File: config.mk
export PLATFORM = sky130hd
export DESIGN_NAME = wum_window_buffer
export DESIGN_NICKNAME = d
export VERILOG_FILES = /design/src/rtl/wum_window_buffer.sv
export SDC_FILE = /design/constraint.sdc
export NUM_CORES = 1
export LEC_CHECK = 0
export CAP_MARGIN = 15
export CORE_ASPECT_RATIO = 1.25
export CORE_MARGIN = 2
export CORE_UTILIZATION = 44
export CTS_CLUSTER_DIAMETER = 150
export DETAILED_ROUTE_END_ITERATION = 10
export SYNTH_ARGS = -nofsm -noshare
export SYNTH_HDL_FRONTEND = slang
export SYNTH_SLANG_ARGS = --single-unit
File: constraint.sdc
create_clock -name clk -period 15.05 [get_ports clk]
set_input_delay 2.2575 -clock clk [delete_from_list [all_inputs] [get_ports clk]]
set_output_delay 2.2575 -clock clk [all_outputs]
set_load 0.005 [all_outputs]
File: src/rtl/wum_window_buffer.sv
// Circular packet byte buffer that presents a SIGN_DEPTH-byte sliding window
// to the Wu-Manber matcher and advances it by the shift amount the FSM loads.
`timescale 1ns/1ps
module wum_window_buffer #(
  parameter int SIGN_DEPTH = 5,
  parameter int BUF_AW     = 6,
  parameter int SFT_WDH    = 4
) (
  input  logic                    clk,
  input  logic                    reset,
  input  logic [7:0]              in_data,
  input  logic                    in_valid,
  input  logic                    in_last,
  output logic                    in_ready,
  input  logic                    input_ready,
  input  logic                    shift_amt_ld,
  input  logic [SFT_WDH-1:0]      shift_amt,
  output logic                    datInReady,
  output logic [8*SIGN_DEPTH-1:0] window,
  output logic [SIGN_DEPTH-1:0]   win_mask,
  output logic [15:0]             byte_offset,
  output logic                    pkt_done
);

  localparam int DEPTH = 1 << BUF_AW;
  localparam int CNT_W = BUF_AW + 1;

  typedef enum logic [1:0] {FILL, AVAIL, LOCKED} state_t;

  state_t            state_q, state_d;
  logic [7:0]        mem [DEPTH];
  logic [BUF_AW-1:0] wr_ptr, rd_ptr;
  logic [CNT_W-1:0]  count, count_next;
  logic [CNT_W-1:0]  adv, adv_eff, wr_ext;
  logic              last_seen;
  logic              wr_en, load_now, shift_now, drained;
  int unsigned       adv_req;

  // count can never exceed DEPTH, so its top bit alone means "full"
  assign in_ready  = ~count[BUF_AW] & ~last_seen;
  assign wr_en     = in_valid & in_ready;
  assign load_now  = (state_q == AVAIL) & input_ready;
  assign shift_now = (state_q == LOCKED) & shift_amt_ld;

  // A zero shift still moves one byte so the scan always makes progress
  always_comb begin
    adv_req    = (shift_amt == '0) ? 32'd1 : 32'(shift_amt);
    adv        = (adv_req > 32'(count)) ? count : CNT_W'(adv_req);
    adv_eff    = shift_now ? adv : '0;
    wr_ext     = CNT_W'(wr_en);
    count_next = count + wr_ext - adv_eff;
    drained    = shift_now & last_seen & (count_next == '0);
  end

  always_ff @(posedge clk) begin
    if (reset) begin
      state_q <= FILL;
    end else begin
      state_q <= state_d;
    end
  end

  always_comb begin
    state_d = state_q;
    unique case (state_q)
      FILL: begin
        if (count >= CNT_W'(SIGN_DEPTH) || (last_seen && count != '0)) begin
          state_d = AVAIL;
        end
      end
      AVAIL: begin
        if (input_ready) begin
          state_d = LOCKED;
        end
      end
      LOCKED: begin
        if (shift_amt_ld) begin
          state_d = FILL;
        end
      end
      default: state_d = FILL;
    endcase
  end

  always_comb begin
    datInReady = (state_q == AVAIL);
  end

  // Storage is not reset; a reset simply abandons whatever the pointers covered
  always_ff @(posedge clk) begin
    if (wr_en) begin
      mem[wr_ptr] <= in_data;
    end
  end

  always_ff @(posedge clk) begin
    if (reset) begin
      wr_ptr      <= '0;
      rd_ptr      <= '0;
      count       <= '0;
      last_seen   <= 1'b0;
      window      <= '0;
      win_mask    <= '0;
      byte_offset <= '0;
      pkt_done    <= 1'b0;
    end else begin
      if (wr_en) begin
        wr_ptr <= wr_ptr + BUF_AW'(1);
      end
      if (shift_now) begin
        rd_ptr <= rd_ptr + adv[BUF_AW-1:0];
      end
      count    <= count_next;
      pkt_done <= drained;
      if (drained) begin
        last_seen <= 1'b0;
      end else if (wr_en && in_last) begin
        last_seen <= 1'b1;
      end
      if (drained) begin
        byte_offset <= '0;
      end else if (shift_now) begin
        byte_offset <= byte_offset + 16'(adv);
      end
      // Bytes past the packet tail are zero-filled and masked off
      if (load_now) begin
        for (int i = 0; i < SIGN_DEPTH; i++) begin
          if (CNT_W'(i) < count) begin
            window[8*i +: 8] <= mem[rd_ptr + BUF_AW'(i)];
            win_mask[i]      <= 1'b1;
          end else begin
            window[8*i +: 8] <= 8'h00;
            win_mask[i]      <= 1'b0;
          end
        end
      end
    end
  end

endmodule

=== After elaboration in Yosys (flattened, before gate mapping) ===
Memory sizes are Yosys's and may differ from the RTL's. A register that Yosys moved wholly into a read port is not among the register bits.
Cells that the tools add are included.

* $add $sub $neg: 9
* Reductions and logical operators: 9
* Equality and inequality tests: 5
* Magnitude comparators: 7
* Bitwise gates (word level): 8
* Multiplexer cells: 21

{| class="wikitable"
|+ Operator list
! cell !! number
|-
| two-way mux 8 bit || 5
|-
| adder 16 x 7 -> 16 bit || 1
|-
| < comparator 1 x 7 -> 1 bit, first input constant || 2
|-
| < comparator 2 x 7 -> 1 bit, first input constant || 2
|-
| two-way mux 7 bit || 2
|-
| adder 6 x 1 -> 6 bit, second input constant || 2
|-
| adder 6 x 2 -> 6 bit, second input constant || 2
|-
| two-way mux 6 bit || 2
|-
| adder 7 x 1 -> 7 bit || 1
|-
| greater-or-equal comparator 7 x 3 -> 1 bit, second input constant || 1
|-
| > comparator 4 x 7 -> 1 bit || 1
|-
| logical NOT 7 bit || 1
|-
| < comparator 3 x 7 -> 1 bit, first input constant || 1
|-
| two-way mux 1 bit || 7
|-
| nonzero test 7 bit || 1
|-
| subtractor 7 bit || 1
|-
| adder 6 x 3 -> 6 bit, second input constant || 1
|-
| adder 6 bit || 1
|-
| bitwise AND 1 bit || 6
|-
| two-way mux 2 bit || 3
|-
| inequality test 2 bit, second input constant || 3
|-
| one-hot mux 2 bit (3 select lines) || 1
|-
| logical NOT 4 bit || 1
|-
| two-way mux 4 bit || 1
|-
| other kinds (8) || 10
|}

* Input bits: 18
* Output and inout bits: 64
* Logic and storage cells: 69
* Memories: 1
* RAM bits: 512
* Flip-flop bits (word level): 84

{| class="wikitable"
|+ Memory list
! name !! depth !! width !! read ports !! clocked after Yosys merged registers in !! wr ports !! RTL line !! RTL
|-
| mem || 64 || 8 || 5 || 1 || 1 || 31 || <nowiki>logic [7:0] mem [DEPTH];</nowiki>
|}

=== Logic depth before layout (Yosys ltp) ===
Gate-level depths: netlist of run 1.

* Depth in word-level cells: 9
* Gate-level depth with buffers: 24
* Gate-level depth less buffers: 22

=== Least setup slack after synthesis of run 1 ===
No wires, ideal clock.

* Path kind: input -> register
* Start point: input port shift_amt[1]
* End point: register byte_offset[10]
* Setup slack: 8.682 ns
* Required time: 14.922 ns
* Setup time: 0.128 ns
* Arrival: 6.241 ns
* Cell stages on the path: 22
* Buffers on the path: 2
* Path through: ha_1 nor2b_1 o21a_1 o21a_1 o211ai_1 nor2_1 a21oi_1 and2_1 ha_1 inv_1 ha_1 inv_1 fa_1 nor2b_1 o21ai_0 a21boi_0 nor2_1 nor4_1 a31o_2 clkbuf_1 clkbuf_1 nor2_1

* Word-level cells in the longest chain between the ends: 9
* Elaborated cells on any way between the ends: 10
* Classes of those cells: add/sub: 2; order compare: 1; mux: 3; bitwise: 1; reduce/logical: 3

{| class="wikitable"
|+ Ends and longest elaborated chain
! what !! RTL line !! RTL
|-
| start: declaration || 17 || <nowiki>input logic [SFT_WDH-1:0] shift_amt,</nowiki>
|-
| logical NOT 4 bit || 47 || <nowiki>adv_req = (shift_amt == '0) ? 32'd1 : 32'(shift_amt);</nowiki>
|-
| two-way mux 4 bit * || 47 ||
|-
| > comparator 4 x 7 -> 1 bit || 48 || <nowiki>adv = (adv_req > 32'(count)) ? count : CNT_W'(adv_req);</nowiki>
|-
| two-way mux 7 bit * || 48 ||
|-
| two-way mux 7 bit || 49 || <nowiki>adv_eff = shift_now ? adv : '0;</nowiki>
|-
| subtractor 7 bit || 51 || <nowiki>count_next = count + wr_ext - adv_eff;</nowiki>
|-
| logical NOT 7 bit || 52 || <nowiki>drained = shift_now & last_seen & (count_next == '0);</nowiki>
|-
| bitwise AND 1 bit || 52 ||
|-
| OR reduction 2 bit (no line) || n/a ||
|-
| end signal: assignment || 123 || <nowiki>byte_offset <= byte_offset + 16'(adv);</nowiki>
|-
| end: declaration || 21 || <nowiki>output logic [15:0] byte_offset,</nowiki>
|}

Mark *: on every way between the ends. The rest lies on a longest branch, timed or not.
A chain may end at the register's enable or synchronous reset.

=== Final worst setup path of run 1 ===
* Start point: input port shift_amt[2]
* End point: register byte_offset[2]

Same word-level chain as after synthesis.

==> impl_metrics.json, run 1 <==
{
  "cp_data_arrival_time_ps": 7240,
  "use_met2_pct": 47.44,
  "grt_max_degree": 117,
  "nets": 2557,
  "critPathMaxFanout": 17,
  "synth-seq-cells": 602,
  "grt-ovfl-total": 0,
  "synth-simple-area-share_pct": 5.386,
  "nFillCells": 7449,
  "grt_usage_pct": 32.77,
  "fmax_mhz": 147.5,
  "clk_path_buf_depth": 3,
  "r2r_slack_ps": 9580,
  "dr.pass1.iters": 6,
  "worstSetupStartpointType": "input port",
  "antenna_found_initial": 7,
  "drc": 0,
  "netlist_area_um2": 39840,
  "cts_buffers": 66,
  "reg2regPathDepth": 7,
  "use_met3_pct": 10.29,
  "path_clk_slew_ps": 60,
  "path_class": "in2reg",
  "ir_worst_vdd_mv": 0.07732,
  "die_y_um": 340.4,
  "final.setup.tns_ps": 0,
  "postCtsHoldBufs": 0,
  "path_cells": "clkdlybuf4s50_1 -> nor3_1 -> nor2_1 -> ha_1 -> nor2b_1 -> o21a_1 -> o21a_1 -> o211ai_1 -> nor2_1 -> a21oi_1 -> and2_1 -> ha_1 -> inv_1 -> ha_1 -> inv_1 -> fa_1 -> nor2b_1 -> o21ai_0 -> a21boi_0 -> nor2_1 -> nor4_1 -> a31o_2 -> a211oi_1",
  "maxSlewViolCount": 0,
  "hold_start": "win_mask[4]",
  "ys_async_sr_fraction_pct": 0,
  "stdcell_count": 3739,
  "min_period_ps": 6778,
  "layout-area-overhead-vs-synth_pct": 11.35,
  "ys_seq_area_share_pct": 43.11,
  "synth_ff_type": "edfxtp_1",
  "drtIter0Drc": 4739,
  "synthAdderAreaFrac_pct": 1.219,
  "synth_top_area_share_pct": 38.59,
  "synthTopCellsByCount": "mux4_2, edfxtp_1, nand2_1",
  "worstSkewPairLatency_ps": 640,
  "cts_root_buf": "clkbuf_16",
  "synth.mux.area_fraction_pct": 42.49,
  "place_inst": 3617,
  "final_hold_viol_count": 0,
  "drive_above_1_share_pct": 36.78,
  "relSlewSlack_pct": 14.76,
  "coreArea_um2": 89880,
  "yosysUniqueCellTypes": 66,
  "reg2reg_from": "rd_ptr[0]",
  "hp-class": "reg2reg",
  "p_per_area_nw_per_um2": 105.8,
  "hpwl_um": 99160,
  "io_pins": 82,
  "maxCapViolations": 0,
  "status": "finished clean",
  "synth_compound_area_share_pct": 3.901,
  "htreeDepth": 3,
  "grt_pass1_wl_um": 213000,
  "cts_post_setup_buffers_inserted": 0,
  "wl_um": 151800,
  "clock-sinks": 602,
  "gp_congestion": 0.9888,
  "tightestPinTransition_ps": 1274,
  "reg2reg_to": "window[19]",
  "required_ps": 15510,
  "vias_per_cell": 7.536,
  "ys_warn_count": 0,
  "post_cts_resized": 0,
  "port_buffers": 81,
  "grt_pass1_vias": 27040,
  "crit_slowest_cell": "clkdlybuf4s50_1",
  "synth_area_leaders": "edfxtp_1, mux4_2, dfxtp_1, mux2i_1, nand2_1",
  "holdPathEnd": "win_mask[4]",
  "synth_edf_count": 512,
  "synth_top_family_by_area": "multiplexers",
  "grt.busiest_layer": "met2",
  "tritoncts": "yes",
  "synth_xor_area_share_pct": 1.005,
  "yosysTopAreaCell": "edfxtp_1",
  "max_stage_delay_ps": 530,
  "setup_violations": 0,
  "avgSynthCellArea_um2": 16.10,
  "endpoint_kind": "flip-flop",
  "fin_crit_sh_pct": 45.03,
  "ant_nets": 0,
  "die_w_um": 273.1,
  "start_util_pct": 44.33,
  "hold_depth": 2,
  "rsz0062_at_grt": "no",
  "via_count": 28180,
  "skew_ps": 24.85,
  "syn_inst": 2475,
  "p_leak_nw": 13.27,
  "wire_per_inst_um": 40.60,
  "met1_usage_pct": 43.72,
  "die-area_um2": 92990,
  "synth.most_common_cell": "mux4_2",
  "rows": 123
}
## report_power, final
| part | switching [mW] | total (mW) | internal, mW |
|---|---|---|---|
| logic | 0.595 | 1.04 | 0.441 |
| registers | 0.0668 | 1.92 | 1.85 |
| clock network | 0.705 | 1.74 | 1.04 |
## flip-flops by register name (all words and copies together) (netlist names), named ones only
signal       flops
byte_offset     16
count            7
last_seen        1
mem            512
pkt_done         1
rd_ptr           6
state_q          2
win_mask         5
window          40
wr_ptr           6
## kinds of logic after synthesis
logic type,after synthesis
buffers and inverters,243
flip-flops,602
AO/OA/AOI/OAI,229
AND/OR/NAND/NOR,484
adder cells (fa/ha/maj),37
multiplexers,834
XOR/XNOR,44
other,2
## layer usage
metal / up-vias / share of wire, %
met4: 8 / 7.2
met3: 496 / 14
li1: 10620 / -
met5: - / 0.098
met2: 2484 / 44
met1: 14570 / 35
## metrics by stage
step / total power [mW] / util [%] / instance area, um2 / setup slack, ps / hold slack [ps]
floorplan: 2.563 / - / 39860 / 8682 / 452.7
global placement: 2.945 / 46.73 / 42000 / 7898 / 455.1
detailed placement: 2.958 / 46.74 / 42010 / 7762 / 456.8
CTS: 4.680 / 49.27 / 44280 / 8408 / 464.6
global route: 4.815 / 49.35 / 44360 / 7932 / 504.3
finish: 4.692 / 49.36 / 44360 / 8272 / 459.2
## worst max path at each step
stage,startpoint,endpoint,slack [ps],depth (start not counted)
6_report,shift_amt[2],byte_offset[2],8270,23
5_1_grt,shift_amt[2],byte_offset[2],7930,23
4_1_cts,shift_amt[2],byte_offset[2],8410,23
3_5_place_dp,shift_amt[2],byte_offset[2],7760,23
3_3_place_gp,shift_amt[2],byte_offset[2],7900,23
2_1_floorplan,shift_amt[1],byte_offset[10],8680,22
## final cells by class
cell class	count	area, um2	area share, %
multi-input cells	1634	21740	49.00
flip-flops and latches	602	17200	38.77
clock buffers	84	1876	4.228
repair buffers	179	1589	3.582
well taps	1187	1485	3.348
clock inverters	32	395.4	0.8912
inverters	19	76.32	0.1720
diodes	2	5.005	0.01128
## worst max-delay path: cells and delay by family
kind            cells  cell delay [ps]
fa+ha+maj           4              990
compound gates      8             2160
simple gates        8             1160
buf+inv             3              650
## placed cells by master (no fill, tap or decap), types with 14 or more instances in the layout
cell type / netlist / layout
clkdlybuf4s50_1: 0 / 72
clkbuf_16: 0 / 71
clkinv_2: 0 / 17
dfxtp_1: 90 / 84
xnor2_1: 18 / 15
nor2_1: 126 / 123
nor3_1: 20 / 20
o21ai_0: 28 / 28
a21oi_1: 58 / 58
edfxtp_1: 512 / 512
ha_1: 34 / 32
inv_1: 18 / 17
nand3_1: 32 / 32
and3_1: 26 / 26
a211oi_1: 28 / 28
mux4_2: 681 / 681
mux2i_1: 140 / 140
o211ai_1: 21 / 21
buf_4: 25 / 91
nor2b_1: 19 / 19
xor2_1: 24 / 16
nand2_1: 212 / 212
nand4_1: 14 / 14
Note: power is estimated with default switching activity, not from simulation.
==> run 2: changes to the inputs <==
- clock period: 15.05 -> 6.2 ns (I/O delays scaled with it)
==> impl_metrics.json, run 2 (synthesis gave the netlist of run 1 again) <==
{
  "status": "finished clean",
  "worstSetupStartpointType": "input port",
  "top_register": "mem",
  "drtIter0Drc": 4952,
  "tritoncts": "yes",
  "hpwl_um": 101400,
  "stdcell_count": 3763,
  "wire_per_inst_um": 40.28,
  "p_per_area_nw_per_um2": 255.6,
  "fin_crit_sh_pct": 87.35,
  "final_cell_mix": "mux4_2, edfxtp_1, nand2_1",
  "final.setup.tns_ps": 0,
  "cts_buffers": 67,
  "port_buffers": 81,
  "largest_registers": "mem (512), window (40), byte_offset (16)",
  "die_y_um": 340.4,
  "vias_per_cell": 7.490,
  "maxSlewViolCount": 0,
  "final_common_cell": "mux4_2",
  "reg2reg_from": "count[1]",
  "htreeDepth": 3,
  "grt-ovfl-total": 0,
  "fin_area_um2": 44620,
  "coreArea_um2": 89880,
  "dr.pass1.iters": 5,
  "nets": 2576,
  "p_leak_nw": 13.38,
  "reg2regPathDepth": 21,
  "wl_um": 151600,
  "cp-startpoint": "shift_amt[3]",
  "via_count": 28180,
  "nFillCells": 7374,
  "place_inst": 3634,
  "postLayoutCoreUtil_pct": 49.65,
  "relSlewSlack_pct": 16.98,
  "final_hold_viol_count": 0,
  "path_clk_slew_ps": 60,
  "min_period_ps": 5416,
  "ant_nets": 0,
  "fmax_mhz": 184.7,
  "postCtsHoldBufs": 0,
  "clk_path_buf_depth": 3,
  "io_pins": 82,
  "grt_pass1_vias": 27070,
  "dpl_cell_area_um2": 42220,
  "maxCapViolations": 0,
  "cp_data_arrival_time_ps": 5930,
  "layout-area-overhead-vs-synth_pct": 12.00,
  "grt_usage_pct": 32.76,
  "required_ps": 6720,
  "post_cts_resized": 0,
  "path_class": "in2reg",
  "r2r_slack_ps": 1140,
  "worstSkewPairLatency_ps": 650,
  "die_w_um": 273.1,
  "endpoint_kind": "flip-flop",
  "hp-class": "reg2reg",
  "grt_pass1_wl_um": 213000,
  "critPathMaxFanout": 17,
  "rows": 123,
  "rsz0062_at_grt": "no",
  "fin_ws_ps": 784.4,
  "gp_congestion": 0.9823,
  "cts_root_buf": "clkbuf_16",
  "drive_above_1_share_pct": 37.20,
  "drc": 0,
  "die-area_um2": 92990,
  "setup_violations": 0,
  "reg2reg_to": "byte_offset[12]",
  "clock-sinks": 602,
  "ir_worst_vdd_mv": 0.2189,
  "largest_register_ffs": 512,
  "cts_post_setup_buffers_inserted": 0,
  "pre_cts_ws_ps": 242.9,
  "endpoint": "byte_offset[12]",
  "grt_max_degree": 114,
  "tightestPinTransition_ps": 1241,
  "start_util_pct": 44.33,
  "antenna_found_initial": 8,
  "skew_ps": 24.15
}
[run 2: cell count changes in the layout (fill, tap and decap cells not counted), moves of 2 or more]
cell,before,now
buf_12,7,14
buf_4,91,101
clkbuf_1,8,10
clkbuf_16,71,69
clkbuf_8,5,7
clkinv_1,2,4
clkinv_2,17,10
clkinv_8,0,2
clkinvlp_4,2,5
inv_6,2,4
[run 2: worst min path at each step]
stage,endpoint,slack (ps),cells after the start,startpoint
2_1_floorplan,win_mask[4],450,2,win_mask[4]
3_3_place_gp,win_mask[4],460,2,win_mask[4]
3_5_place_dp,win_mask[4],470,2,win_mask[4]
4_1_cts,win_mask[4],480,2,win_mask[4]
5_1_grt,win_mask[4],510,2,win_mask[4]
6_report,win_mask[4],480,2,win_mask[4]
[run 2: final cells by class]
class / instances / area, um2 / share of cell area [%]
diodes: 1 / 2.502 / 0.005608
clock buffers: 87 / 1868 / 4.186
clock inverters: 36 / 430.4 / 0.9646
inverters: 19 / 76.32 / 0.1710
multi-input cells: 1634 / 21750 / 48.73
flip-flops and latches: 602 / 17200 / 38.54
well taps: 1187 / 1485 / 3.328
repair buffers: 197 / 1815 / 4.069
[run 2: worst max-delay path: stages]
cell,delay (ps)
clkdlybuf4s50_1,520
nor3_1,70
nor2_1,160
ha_1,170
nor2b_1,40
o21a_1,160
o21a_1,170
o211ai_1,440
nor2_1,70
a21oi_1,370
and2_1,210
ha_1,230
inv_1,60
ha_1,160
inv_1,70
fa_1,450
nor2b_1,110
o21ai_0,110
a21boi_0,390
nor2_1,100
nor4_1,370
a31o_2,450
nor2_1,100
[run 2: metal layers]
metal  global-route usage [%]  part of all wire [%]
met1                    43.56                    35
met2                    48.14                    45
met3                    9.475                    13
met4                    19.01                   7.0
met5                        0                 0.047
[run 2: stage by stage]
stage                     hold WS [ps]  power [mW]
after detailed placement         474.7       7.186
after global placement           456.0       7.151
after floorplan                  452.7       6.222
after CTS                        482.3       11.39
after global routing             505.0       11.70
final                            484.3       11.40
[run 2: power by group]
group          total [mW]  internal (mW)  switching, mW
clock network        4.24           2.48           1.76
registers            4.65           4.49          0.161
logic                2.51           1.09           1.43
total                11.4           8.05           3.35
